===== config.mk =====
export PLATFORM = sky130hd
export DESIGN_NAME = mult_ctrl
export DESIGN_NICKNAME = d
export VERILOG_FILES = /design/src/rtl/mult_ctrl.sv
export SDC_FILE = /design/constraint.sdc
export NUM_CORES = 1
export LEC_CHECK = 0
export ABC_CLOCK_PERIOD_IN_PS = 4320
export CAP_MARGIN = 20
export CORE_MARGIN = 2
export CORE_UTILIZATION = 53
export CTS_BUF_LIST = sky130_fd_sc_hd__clkbuf_8
export DETAILED_ROUTE_END_ITERATION = 10
export PLACE_DENSITY = 0.79
export SYNTH_ARGS = -nofsm -noshare
export SYNTH_HDL_FRONTEND = slang
export SYNTH_SLANG_ARGS = --single-unit

===== constraint.sdc =====
create_clock -name clock -period 4.32 [get_ports clock]
set_clock_uncertainty 0.2 [all_clocks]
set_input_delay 0.432 -clock clock [delete_from_list [all_inputs] [get_ports clock]]
set_output_delay 0.432 -clock clock [all_outputs]
set_load 0.03 [all_outputs]

===== src/rtl/mult_ctrl.sv =====
`default_nettype none
// ============================================================================
//  Module   : mult_ctrl
//  Purpose  : Sequential radix-2 Booth signed multiplier with start/ready handshake.
//  Revision : 1.0  initial release
// ============================================================================
module mult_ctrl #(
  parameter int WIDTH = 32
) (
  input  logic             clock,
  input  logic             reset,
  input  logic             ctrl_MULT,
  input  logic [WIDTH-1:0] data_operandA,
  input  logic [WIDTH-1:0] data_operandB,
  output logic [WIDTH-1:0] data_result,
  output logic             data_exception,
  output logic             data_resultRDY,
  output logic             busy
);

  localparam int               CNT_W       = $clog2(WIDTH) + 1;
  localparam logic [CNT_W-1:0] C_LAST_STEP = CNT_W'(WIDTH - 1);

  typedef enum logic [1:0] {
    IDLE = 2'd0,
    RUN  = 2'd1,
    DONE = 2'd2
  } state_t;

  state_t           r_state;
  state_t           w_nextState;
  logic [WIDTH-1:0] r_mcand;
  logic [WIDTH-1:0] r_upper;
  logic [WIDTH-1:0] r_lower;
  logic             r_qm1;
  logic [CNT_W-1:0] r_count;
  logic [WIDTH-1:0] r_result;
  logic             r_exception;

  logic [WIDTH:0]   w_upperExt;
  logic [WIDTH:0]   w_mcandExt;
  logic [WIDTH:0]   w_sum;
  logic [WIDTH-1:0] w_shUpper;
  logic [WIDTH-1:0] w_shLower;
  logic             w_start;
  logic             w_lastStep;
  logic             w_excpt;

  // One extra sign bit keeps the add/subtract exact even for the most negative multiplicand.
  always_comb begin
    w_upperExt = {r_upper[WIDTH-1], r_upper};
    w_mcandExt = {r_mcand[WIDTH-1], r_mcand};
    case ({r_lower[0], r_qm1})
      2'b10:   w_sum = w_upperExt - w_mcandExt;
      2'b01:   w_sum = w_upperExt + w_mcandExt;
      default: w_sum = w_upperExt;
    endcase
    w_shUpper  = w_sum[WIDTH:1];
    w_shLower  = {w_sum[0], r_lower[WIDTH-1:1]};
    w_excpt    = !((&{w_shUpper, w_shLower[WIDTH-1]}) || !(|{w_shUpper, w_shLower[WIDTH-1]}));
    w_start    = (r_state == IDLE) && ctrl_MULT;
    w_lastStep = (r_state == RUN) && (r_count == C_LAST_STEP);
  end

  always_comb begin
    w_nextState = r_state;
    case (r_state)
      IDLE:    if (ctrl_MULT) w_nextState = RUN;
      RUN:     if (w_lastStep) w_nextState = DONE;
      DONE:    w_nextState = IDLE;
      default: w_nextState = IDLE;
    endcase
  end

  always_ff @(posedge clock or posedge reset) begin
    if (reset) begin
      r_state <= IDLE;
    end else begin
      r_state <= w_nextState;
    end
  end

  always_ff @(posedge clock or posedge reset) begin
    if (reset) begin
      r_mcand     <= '0;
      r_upper     <= '0;
      r_lower     <= '0;
      r_qm1       <= 1'b0;
      r_count     <= '0;
      r_result    <= '0;
      r_exception <= 1'b0;
    end else if (w_start) begin
      r_mcand <= data_operandA;
      r_upper <= '0;
      r_lower <= data_operandB;
      r_qm1   <= 1'b0;
      r_count <= '0;
    end else if (r_state == RUN) begin
      r_upper <= w_shUpper;
      r_lower <= w_shLower;
      r_qm1   <= r_lower[0];
      r_count <= r_count + 1'b1;
      // Result registers only move on the final step so they hold through later runs.
      if (w_lastStep) begin
        r_result    <= w_shLower;
        r_exception <= w_excpt;
      end
    end
  end

  assign data_result    = r_result;
  assign data_exception = r_exception;
  assign data_resultRDY = (r_state == DONE);
  assign busy           = (r_state != IDLE);

endmodule
`default_nettype wire


# Yosys cells after proc, flatten, opt, wreduce, memory -nomap -nowiden
# Index checks and enable logic that the tools add are counted.
[word_totals] regBits=138 inputBits=67 out_inout_bits=35 elab_cells=43
[classes] n_addsub=3 n_eq_ne=7 mux=12 bitwise=1 reduce_logical=12
[op_table] cell="32-bit 2-to-1 mux" n=4
[op_table] cell="33-bit one-hot mux with 2 select lines" n=1
[op_table] cell="32-bit by 32-bit adder with 33-bit output" n=1
[op_table] cell="33-bit AND reduction" n=1
[op_table] cell="33-bit OR reduction" n=1
[op_table] cell="32-bit by 32-bit subtractor with 33-bit output" n=1
[op_table] cell="6-bit 2-to-1 mux" n=2
[op_table] cell="6-bit by 1-bit adder with 6-bit output (second input constant)" n=1
[op_table] cell="6-bit by 5-bit equality test with 1-bit output (second input constant)" n=1
[op_table] cell="2-bit by 1-bit equality test with 1-bit output (second input constant)" n=2
[op_table] cell="2-bit equality test (second input constant)" n=2
[op_table] cell="2-bit 2-to-1 mux" n=2
[op_table] cell="2-bit != test (second input constant)" n=2
[op_table] cell="2-bit one-hot mux with 2 select lines" n=1
[op_table] cell="2-bit nonzero test" n=2
[op_table] cell="3-bit AND reduction" n=1
[op_table] cell="1-bit logical AND" n=2
[op_table] cell="1-bit zero test" n=2
[op_table] cell="2-bit zero test" n=1
[op_table] cell="1-bit 2-to-1 mux" n=2
[op_table] cell="2-bit AND reduction" n=1
[op_table] cell="1-bit logical OR" n=1
[op_table] cell="1-bit inverter" n=1

# Logic depth before layout (Yosys ltp)
# Gate-level depths: netlist (run 1).
[logic_depth] word_depth=6 ltp_mapped=22 mapped_depth_nobuf=21

# Least setup slack after synthesis (run 1)
# OpenSTA, ideal clock, no wires.
[synth_path] kind="reg-to-reg" from="reg r_mcand[6]" to="reg r_exception, in the netlist data_exception" setup_time_ps=137 t_arrival_ps=4340 required_time_ps=3983 setup_slack_ps=-358 stages_incl_launch_ff=18 path_buffers=0 synth_period_minus_slack_ps=4678 cell_sequence="dfrtp_1 > or4_1 > nor4_2 > and2_0 > a21oi_1 > xor2_1 > ha_1 > nand2_1 > o21ai_0 > o32a_2 > o31a_1 > a311o_2 > a31oi_1 > or4b_1 > o211a_1 > or3_1 > o22ai_1 > mux2i_1"
[synth_via] elab_chain_cells=6 elab_cells_between_ends=8 classes_between="2 x add/sub; 1 x mux; 5 x reduce/logical"
[synth_rtl] item="start, declared" line="32" rtl="logic [WIDTH-1:0] r_mcand;"
[synth_rtl] item="start signal, assigned" line="93" rtl="r_mcand <= data_operandA;"
[synth_rtl] item="32-bit by 32-bit adder with 33-bit output / 32-bit by 32-bit subtractor with 33-bit output (equally long branches)" line="55, 54"
[synth_rtl] item="33-bit one-hot mux with 2 select lines *" line="53" rtl="case ({r_lower[0], r_qm1})"
[synth_rtl] item="33-bit OR reduction" line="60" rtl="w_excpt = !((&{w_shUpper, w_shLower[WIDTH-1]}) || !(|{w_shUpper, w_shLower[WIDTH-1]}));"
[synth_rtl] item="1-bit zero test" line="60"
[synth_rtl] item="1-bit logical OR *" line="60"
[synth_rtl] item="1-bit zero test *" line="60"
[synth_rtl] item="end signal, assigned" line="106" rtl="r_exception <= w_excpt;"
[synth_rtl] item="end, declared" line="38" rtl="logic r_exception;"
# Every way passes the cells marked *; elsewhere a longest branch is shown, timed or not.
# A chain may end at the register's enable or synchronous reset.

# Worst setup path after layout (run 1)
[layout_path] from="reg r_mcand[5]" to="reg r_exception, in the netlist data_exception"
# The elaborated chain is that of the path after synthesis.

==> results of run 1 <==
worst max-delay path, stage by stage (launching register included):
cell,delay [ns]
dfrtp_1,0.38
or4_4,0.58
nor4_4,0.18
buf_4,0.16
and2_4,0.17
a21oi_2,0.06
xor2_1,0.17
ha_1,0.36
a21oi_2,0.19
buf_4,0.14
o21bai_4,0.06
or2_0,0.20
o31a_1,0.31
a311o_2,0.41
a31oi_4,0.16
o21ai_1,0.09
o211a_1,0.13
or3_1,0.38
o22ai_1,0.17
mux2i_1,0.09
final timing paths:
| path | startpoint | to | slack [ns] | cells past startpoint |
|---|---|---|---|---|
| max in group asynchronous | reset | r_upper[23] | 2.79 | 3 |
| min reg2reg | r_count[5] | r_count[5] | 0.29 | 1 |
| max reg2reg | r_mcand[5] | data_exception | -0.46 | 19 |
| max | r_mcand[5] | data_exception | -0.46 | 19 |
| min | reset | r_mcand[4] | 0.29 | 2 |
| min in group clock | r_count[5] | r_count[5] | 0.29 | 1 |
cell usage in the layout, fill, tap and decap left out, types with 7 or more instances in the layout:
cell and n:
mux2i_1 11, o21ai_1 9, a21oi_1 43, nand2b_1 10, mux2_2 34, o21ai_0 57
inv_1 19, clkbuf_8 17, nand4_1 18, o21a_1 8, nand2_2 8, nor2_1 47
nand3_1 46, a21oi_2 11, nand2_1 209, dfrtp_1 138, a31oi_1 11, xor2_1 32
a22oi_1 32, nor3_1 19, or3_1 13, buf_4 189, clkdlybuf4s50_1 101, xnor2_1 12
ha_1 34, clkinvlp_4 7
per-layer routing:
layer	share of wire	vias to the layer above
met1	0.43	4288
met5	0	-
met2	0.47	375
li1	-	4140
met4	0.026	0
met3	0.076	61
sequential cells by signal, indices dropped and copies added, names as in the netlist:
| signal | cells |
|---|---|
| data_result | 32 |
| r_qm1 | 1 |
| r_count | 6 |
| r_upper | 32 |
| r_mcand | 32 |
| r_state | 2 |
| r_lower | 32 |
| data_exception | 1 |
through the flow:
step                      instances    util  hold slack, ns  cell area [µm²]
after floorplan                1015       -          0.2386             8730
after global placement         1453  0.6993          0.2575            11150
after detailed placement       1453  0.6993          0.2690            11150
after CTS                      1487  0.7257          0.2887            11570
after global routing           1498  0.7449          0.3046            11880
final                          1498  0.7449          0.2859            11880
cells by family after synthesis:
| kind of cell | Yosys count |
|---|---|
| AO/OA/AOI/OAI | 241 |
| XOR/XNOR | 45 |
| adder cells (fa/ha/maj) | 39 |
| buffers and inverters | 77 |
| flip-flops | 138 |
| multiplexers | 48 |
| AND/OR/NAND/NOR | 427 |
cell usage after synthesis (5+ instances only):
library cell / count / area (µm²)
a21o_1: 5 / 37.54
a21oi_1: 54 / 270.3
a22oi_1: 33 / 247.7
a31oi_1: 13 / 81.33
and2_1: 7 / 43.79
and3_1: 5 / 31.28
buf_2: 5 / 25.02
clkbuf_1: 44 / 165.2
dfrtp_1: 138 / 3453
ha_1: 38 / 475.5
inv_1: 19 / 71.32
mux2_2: 34 / 382.9
mux2i_1: 14 / 140.1
nand2_1: 217 / 814.5
nand2b_1: 11 / 68.82
nand3_1: 47 / 235.2
nand4_1: 18 / 112.6
nor2_1: 49 / 183.9
nor2b_1: 7 / 43.79
nor3_1: 22 / 110.1
nor4_1: 8 / 50.05
o211ai_1: 6 / 45.04
o21a_1: 9 / 67.56
o21ai_0: 71 / 355.3
o31ai_1: 6 / 45.04
or3_1: 13 / 81.33
or4_1: 6 / 45.04
xnor2_1: 13 / 113.9
xor2_1: 32 / 280.3
repair_timing:
action | CTS | global route
resized for setup | 12 | 53
cloned | 0 | 0
buffers inserted | 2 | 11
setup endpoints to repair | 6 | 12
pin swaps | 9 | 18
layout make-up:
type,instances,area [µm²],share of cell area
clock buffers,17,234.0,0.01970
well taps,216,270.3,0.02276
flip-flops and latches,138,3453,0.2908
multi-input cells,800,5235,0.4408
inverters,20,78.83,0.006638
clock inverters,15,142.6,0.01201
repair buffers,292,2461,0.2072
==> impl_metrics.toml, run 1 <==
[outcome]
outcome = "finished, violations left"
violations = "setup timing"

[logic_synthesis]
synthXorXnorAreaFrac = 0.04532
synth_top_family_by_area = "simple AND/OR/NAND/NOR gates"
netlist_area_um2 = 8697
yosys_warnings = 0
synthSimpleGateAreaFrac = 0.2272
synthMuxAreaShare = 0.06014
synth_cell_types = 71
syn_inst = 1015
synth-main-ff-cell = "dfrtp_1"
synthAdderAreaFrac = 0.05697
synth_edf_count = 0
async_flop_share = 1.000
synth_compound_area_frac = 0.1782
syn_avg_cell_area_um2 = 8.569
syn_nets = 1121
yosysSeqAreaShare = 0.3971
ys_seq_elements = 138

[worst_setup_path]
worstSetupPathType = "reg2reg"
critPathMaxFanout = 4
crit_required_ns = 4.41
critPathLaunchType = "register"
crit_arrival_ns = 4.86
cp-end-kind = "register"

[grt]
grt.overflow.total = 0
grtUsageMet3 = 0.06767
top_usage_layer = "met2"
grt_pass1_vias = 8629
grt_use_met1 = 0.3988
met2_usage = 0.4893
grt_usage = 0.2996
grt_pass1_wl_um = 42670
grt_antenna_before_repair = 0
grt_max_degree = 72

[sta]
rsz0062_at_grt = "true"
drv_slew = 0
finalSetupViolations = 3
period_minus_slack_ns = 4.776
worstMarginPinSlew_ns = 1.110
fmaxAchievable_mhz = 209.4
totalNegativeSetupSlack_ns = -0.7582
final.setup.worst_slack_ns = -0.4564
relSlewSlack = 0.2584
period_share = 1.106
finalHoldViolations = 0

[floorplanning]
die_h_um = 132.1
die_w_um = 132.1
placementRows = 46
die_area_um2 = 17450
initial_core_util = 0.5455
core_area_um2 = 15940
ioPinCount = 102

[cts]
cts_buffers = 17
clock_path_buffers = 2
htreeDepth = 4
cts_sinks = 138
cts_tree = "yes"
root_buffer = "clkbuf_8"
path_clk_slew_ns = 0.09
cts_hold_buf = 0
clk_latency_ns = 0.44

[final_layout]
nets = 1375
antennaDiodeCount = 0
n_fill_cell = 1076
drive_gt1_frac = 0.2520
syn_to_final_growth_pct = 36.54

[drt]
drc = 0
dr.pass1.iters = 6
via_per_inst = 5.917
vias = 8864
wl_per_cell_um = 17.75
routed_wl_um = 26590
final_antenna_net_count = 0
first_iter_violations = 889

[min_path]
hp-class = "in2async"

[place]
place.port_buffers = 101
pre_cts_ws_ns = -0.4499
place.gp.congestion = 0.9445
dp_hpwl_um = 18550

[job]
cap_violations = 0
Power of run 1 is left out: the tool's default activity adds up to more than one toggle a clock period on the data nets, which glitch-free logic cannot reach.
==> run 2, diff against run 1 <==
GPL_ROUTABILITY_DRIVEN = 0   (was not set)
SKIP_LAST_GASP = 1   (was not set)
==> run 2 against run 1 <==
Count of clock-buffer cells in the layout is the same. Core utilization decreased by 0.71 points. Sequential cell count is the same. Hold slack lost 0.20 ns. Worst setup slack lost 0.049 ns. Die area unchanged. Critical endpoint unchanged. Via count is 0.63% higher. Cell area down 0.96%. The flow still finishes with violations (setup timing).
==> impl_metrics.toml, run 2 (same netlist as run 1, synthesis figures left out) <==
[final_layout]
drive_gt1_frac = 0.2355
antennaDiodeCount = 0
syn_to_final_growth_pct = 35.23
nets = 1355
final_common_cell = "nand2_1"
mostFrequentLayoutCells = "nand2_1 (211), buf_4 (165), dfrtp_1 (138), clkdlybuf4s50_1 (101), o21ai_0 (62)"

[min_path]
hp-class = "in2async"

[cts]
cts_buffers = 17
cts_tree = "yes"
root_buffer = "clkbuf_8"
clock_path_buffers = 2
cts_sinks = 138
cts_hold_buf = 0
path_clk_slew_ns = 0.08
clk_latency_ns = 0.45
htreeDepth = 4

[sta]
fmaxAchievable_mhz = 207.2
rsz0062_at_grt = "true"
period_minus_slack_ns = 4.826
finalHoldViolations = 0
final.setup.worst_slack_ns = -0.5058
worstMarginPinSlew_ns = 1.045
finalSetupViolations = 3
relSlewSlack = 0.3014
period_share = 1.117
totalNegativeSetupSlack_ns = -0.6662
drv_slew = 0

[worst_setup_path]
cp_cell_sequence = "or4_4, nor3_2, nand2_1, nand2_2, o21ai_0, xor2_1, ha_2, buf_4, nand4_1, a211oi_1, or4_1, a31oi_1, nor4_1, nor4b_2, buf_4, and4b_1, nand4_1, o22ai_2, mux2i_1"
reg2regPathDepth = 19
crit_slowest_cell = "or4_4"
worstSetupPathType = "reg2reg"
rr_endpoint = "data_exception"
crit_required_ns = 4.41
r2r_slack_ns = -0.51
cp-end-kind = "register"
critPathMaxFanout = 4
crit_arrival_ns = 4.92
critPathLaunchType = "register"
reg2reg_from = "r_mcand[4]"
critical-path-max-stage-delay_ns = 0.58

[drt]
first_iter_violations = 1121
vias = 8920
routed_wl_um = 26580
dr.pass1.iters = 5
drc = 0
via_per_inst = 6.039
final_antenna_net_count = 0
wl_per_cell_um = 18.00

[floorplanning]
die_w_um = 132.1
core_area_um2 = 15940
die_h_um = 132.1
placementRows = 46
die_area_um2 = 17450
initial_core_util = 0.5455
ioPinCount = 102

[place]
place.port_buffers = 101
pre_cts_ws_ns = -0.5282
dp_hpwl_um = 18190

[grt]
grt_antenna_before_repair = 0
grt.overflow.total = 0
grt_pass1_wl_um = 42120
grt_max_degree = 75
grt_pass1_vias = 8515
grt_usage = 0.2961

[outcome]
outcome = "finished, violations left"
violations = "setup timing"

[job]
cap_violations = 0
run 2: area by class of cell:
class                      instances  area [µm²]
fill                            1089        4182
multi-input combinational        800        5236
timing repair buffer             272        2326
tap                              216       270.3
clock inverter                    14       162.7
inverter                          20       78.83
sequential                       138        3453
clock buffer                      17       234.0
run 2: timing repair:
action	4_1_cts	5_1_grt
pin swaps	10	20
resized for setup	12	48
buffers inserted	7	10
setup endpoints to repair	5	13
run 2: critical path: cells and delay by family (launching register included):
family	cells	cell delay (ns)
flip-flops	1	0.39
multiplexers	1	0.10
buffers and inverters	2	0.30
AO/OA/AOI/OAI	4	0.81
XOR/XNOR	1	0.17
adder cells (fa/ha/maj)	1	0.41
AND/OR/NAND/NOR	10	2.29
run 2: worst max-delay path by stage:
| stage | start | depth (start not counted) | slack (ns) | endpoint |
|---|---|---|---|---|
| 3_5_place_dp | r_mcand[5] | 19 | -0.53 | data_exception |
| 2_1_floorplan | r_mcand[5] | 17 | -0.11 | data_exception |
| 6_report | r_mcand[4] | 19 | -0.51 | data_exception |
| 3_3_place_gp | r_mcand[5] | 19 | -0.37 | data_exception |
| 5_1_grt | r_mcand[4] | 20 | -0.66 | data_exception |
| 4_1_cts | r_mcand[4] | 18 | -0.31 | data_exception |
run 2: per-layer routing:
metal	part of all wire	up-vias	GRT usage
li1	-	4102	-
met1	0.41	4299	0.3921
met2	0.48	455	0.4858
met3	0.088	64	0.06690
met4	0.024	0	0.09118
met5	0	-	0
run 2: per-stage QoR:
stage / util / hold slack, ns / cell area, µm² / std cells
floorplan: - / 0.2386 / 8730 / 1015
global placement: 0.6885 / 0.2556 / 10980 / 1430
detailed placement: 0.6885 / 0.2607 / 10980 / 1430
CTS: 0.7200 / 0.07377 / 11480 / 1468
global route: 0.7377 / 0.09879 / 11760 / 1477
finish: 0.7377 / 0.08588 / 11760 / 1477
Power of run 2 is left out for the same reason.
==> run 3, diff against run 2 <==
CORE_MARGIN = 4   (was 2)
==> run 3 against run 2 <==
Non-clock buffer count fell by 1. Global-route usage fell by 1.1 points. Register-to-register slack improved by 0.03 ns. The flow still finishes with violations (setup timing). Routed wire length fell by 2.1%. Maximum frequency rose by 0.57%. Cell area fell by 0.88%. Highest routed layer unchanged. Worst setup slack improved by 0.027 ns. Hold slack improved by 0.19 ns.
==> impl_metrics.toml, run 3 (same netlist as run 1, synthesis figures left out) <==
[outcome]
outcome = "finished, violations left"
violations = "setup timing"

[cts]
htreeDepth = 4
cts_buffers = 17
path_clk_slew_ns = 0.09
root_buffer = "clkbuf_8"
clock_path_buffers = 2
cts_tree = "yes"
cts_sinks = 138
cts_hold_buf = 0
clk_latency_ns = 0.44

[drt]
vias = 8775
drc = 0
final_antenna_net_count = 0
via_per_inst = 5.941
first_iter_violations = 1078
wl_per_cell_um = 17.61
dr.pass1.iters = 5
routed_wl_um = 26020

[sta]
fmaxAchievable_mhz = 208.4
rsz0062_at_grt = "true"
finalSetupViolations = 2
drv_slew = 0
finalHoldViolations = 0
period_share = 1.111
whs_ns = 0.2803
period_minus_slack_ns = 4.799
final.setup.worst_slack_ns = -0.4787
relSlewSlack = 0.2919
worstMarginPinSlew_ns = 1.060

[worst_setup_path]
crit_required_ns = 4.39
critical-path-max-stage-delay_ns = 0.59
crit_slowest_cell = "or4_4"
path_buf_inv = 1
worstSetupPathType = "reg2reg"
critPathLaunchType = "register"
path_delay_family = "simple AND/OR/NAND/NOR gates"
cp_cell_sequence = "or4_4, nor4_4, buf_4, and2_4, a21oi_1, xor2_1, ha_2, nand2_2, o21ai_2, o32a_2, o31a_1, a311o_2, a31oi_4, or4b_4, o211a_1, or3_1, o22ai_1, mux2i_1"
critPathMaxFanout = 6
cp-end-kind = "register"
crit_arrival_ns = 4.87

[floorplanning]
die_area_um2 = 18520
die_w_um = 136.1
core_area_um2 = 16000
ioPinCount = 102
die_h_um = 136.1
placementRows = 46
initial_core_util = 0.5436

[final_layout]
syn_to_final_growth_pct = 34.04
mostFrequentLayoutCells = "nand2_1 (214), buf_4 (168), dfrtp_1 (138), clkdlybuf4s50_1 (101), o21ai_0 (58)"
antennaDiodeCount = 0
drive_gt1_frac = 0.2260
nets = 1354
final_common_cell = "nand2_1"

[place]
dp_hpwl_um = 18550
place.port_buffers = 101

[grt]
grt_antenna_before_repair = 0
grt.overflow.total = 0
grt_max_degree = 139
grt_usage = 0.2847
grt_pass1_vias = 8690
grt_pass1_wl_um = 42600

[job]
cap_violations = 0

[min_path]
hp-class = "reg2reg"
-- run 3: worst register-to-register path, cell delays in order (launching register included) --
cell and delay (ns):
dfrtp_1 0.39, or4_4 0.59, nor4_4 0.18, buf_4 0.17, and2_4 0.16, a21oi_1 0.10
xor2_1 0.17, ha_2 0.42, nand2_2 0.09, o21ai_2 0.20, o32a_2 0.18, o31a_1 0.16
a311o_2 0.22, a31oi_4 0.09, or4b_4 0.47, o211a_1 0.14, or3_1 0.37, o22ai_1 0.21
mux2i_1 0.12
-- run 3: path summary, 6_finish.rpt --
kind / cells past startpoint / endpoint / from / slack [ns]
min in group asynchronous: 3 / r_mcand[2] / reset / 0.34
hold reg to reg: 1 / r_count[5] / r_count[5] / 0.28
setup reg to reg: 18 / data_exception / r_mcand[3] / -0.48
max in group asynchronous: 3 / r_mcand[20] / reset / 3.01
setup / recovery: 18 / data_exception / r_mcand[3] / -0.48
hold / removal: 1 / r_count[5] / r_count[5] / 0.28
-- run 3: per-layer routing --
metal	global-route usage	share of wire	vias up
met5	0	0	-
met4	0.07279	0.015	0
met1	0.3779	0.42	4237
met3	0.06810	0.084	43
li1	-	-	4099
met2	0.4711	0.49	396
-- run 3: what timing repair did --
action                                  CTS  global route
pin swaps                                14            20
gates resized for setup                  13            32
endpoints found under the setup margin    6            12
buffers inserted                          5             5
-- run 3: layout make-up --
cell class                 instances  area [µm²]
clock buffer                      17       234.0
clock inverter                    15       163.9
fill                            1137        4343
inverter                          20       78.83
multi-input combinational        800        5145
sequential                       138        3453
tap                              216       270.3
timing repair buffer             271        2312
-- run 3: stage by stage --
stage               utilization  area [µm²]  setup WS (ns)  std cells  TNS, ns
floorplan                     -        8730        -0.1134       1015  -0.1134
global placement         0.6892       11030        -0.3190       1435  -0.3348
detailed placement       0.6892       11030        -0.4298       1435  -0.6590
CTS                      0.7193       11510        -0.2991       1472  -0.2991
global route             0.7286       11660        -0.6809       1477   -1.418
finish                   0.7286       11660        -0.4787       1477  -0.5237
Power of run 3 is left out for the same reason.
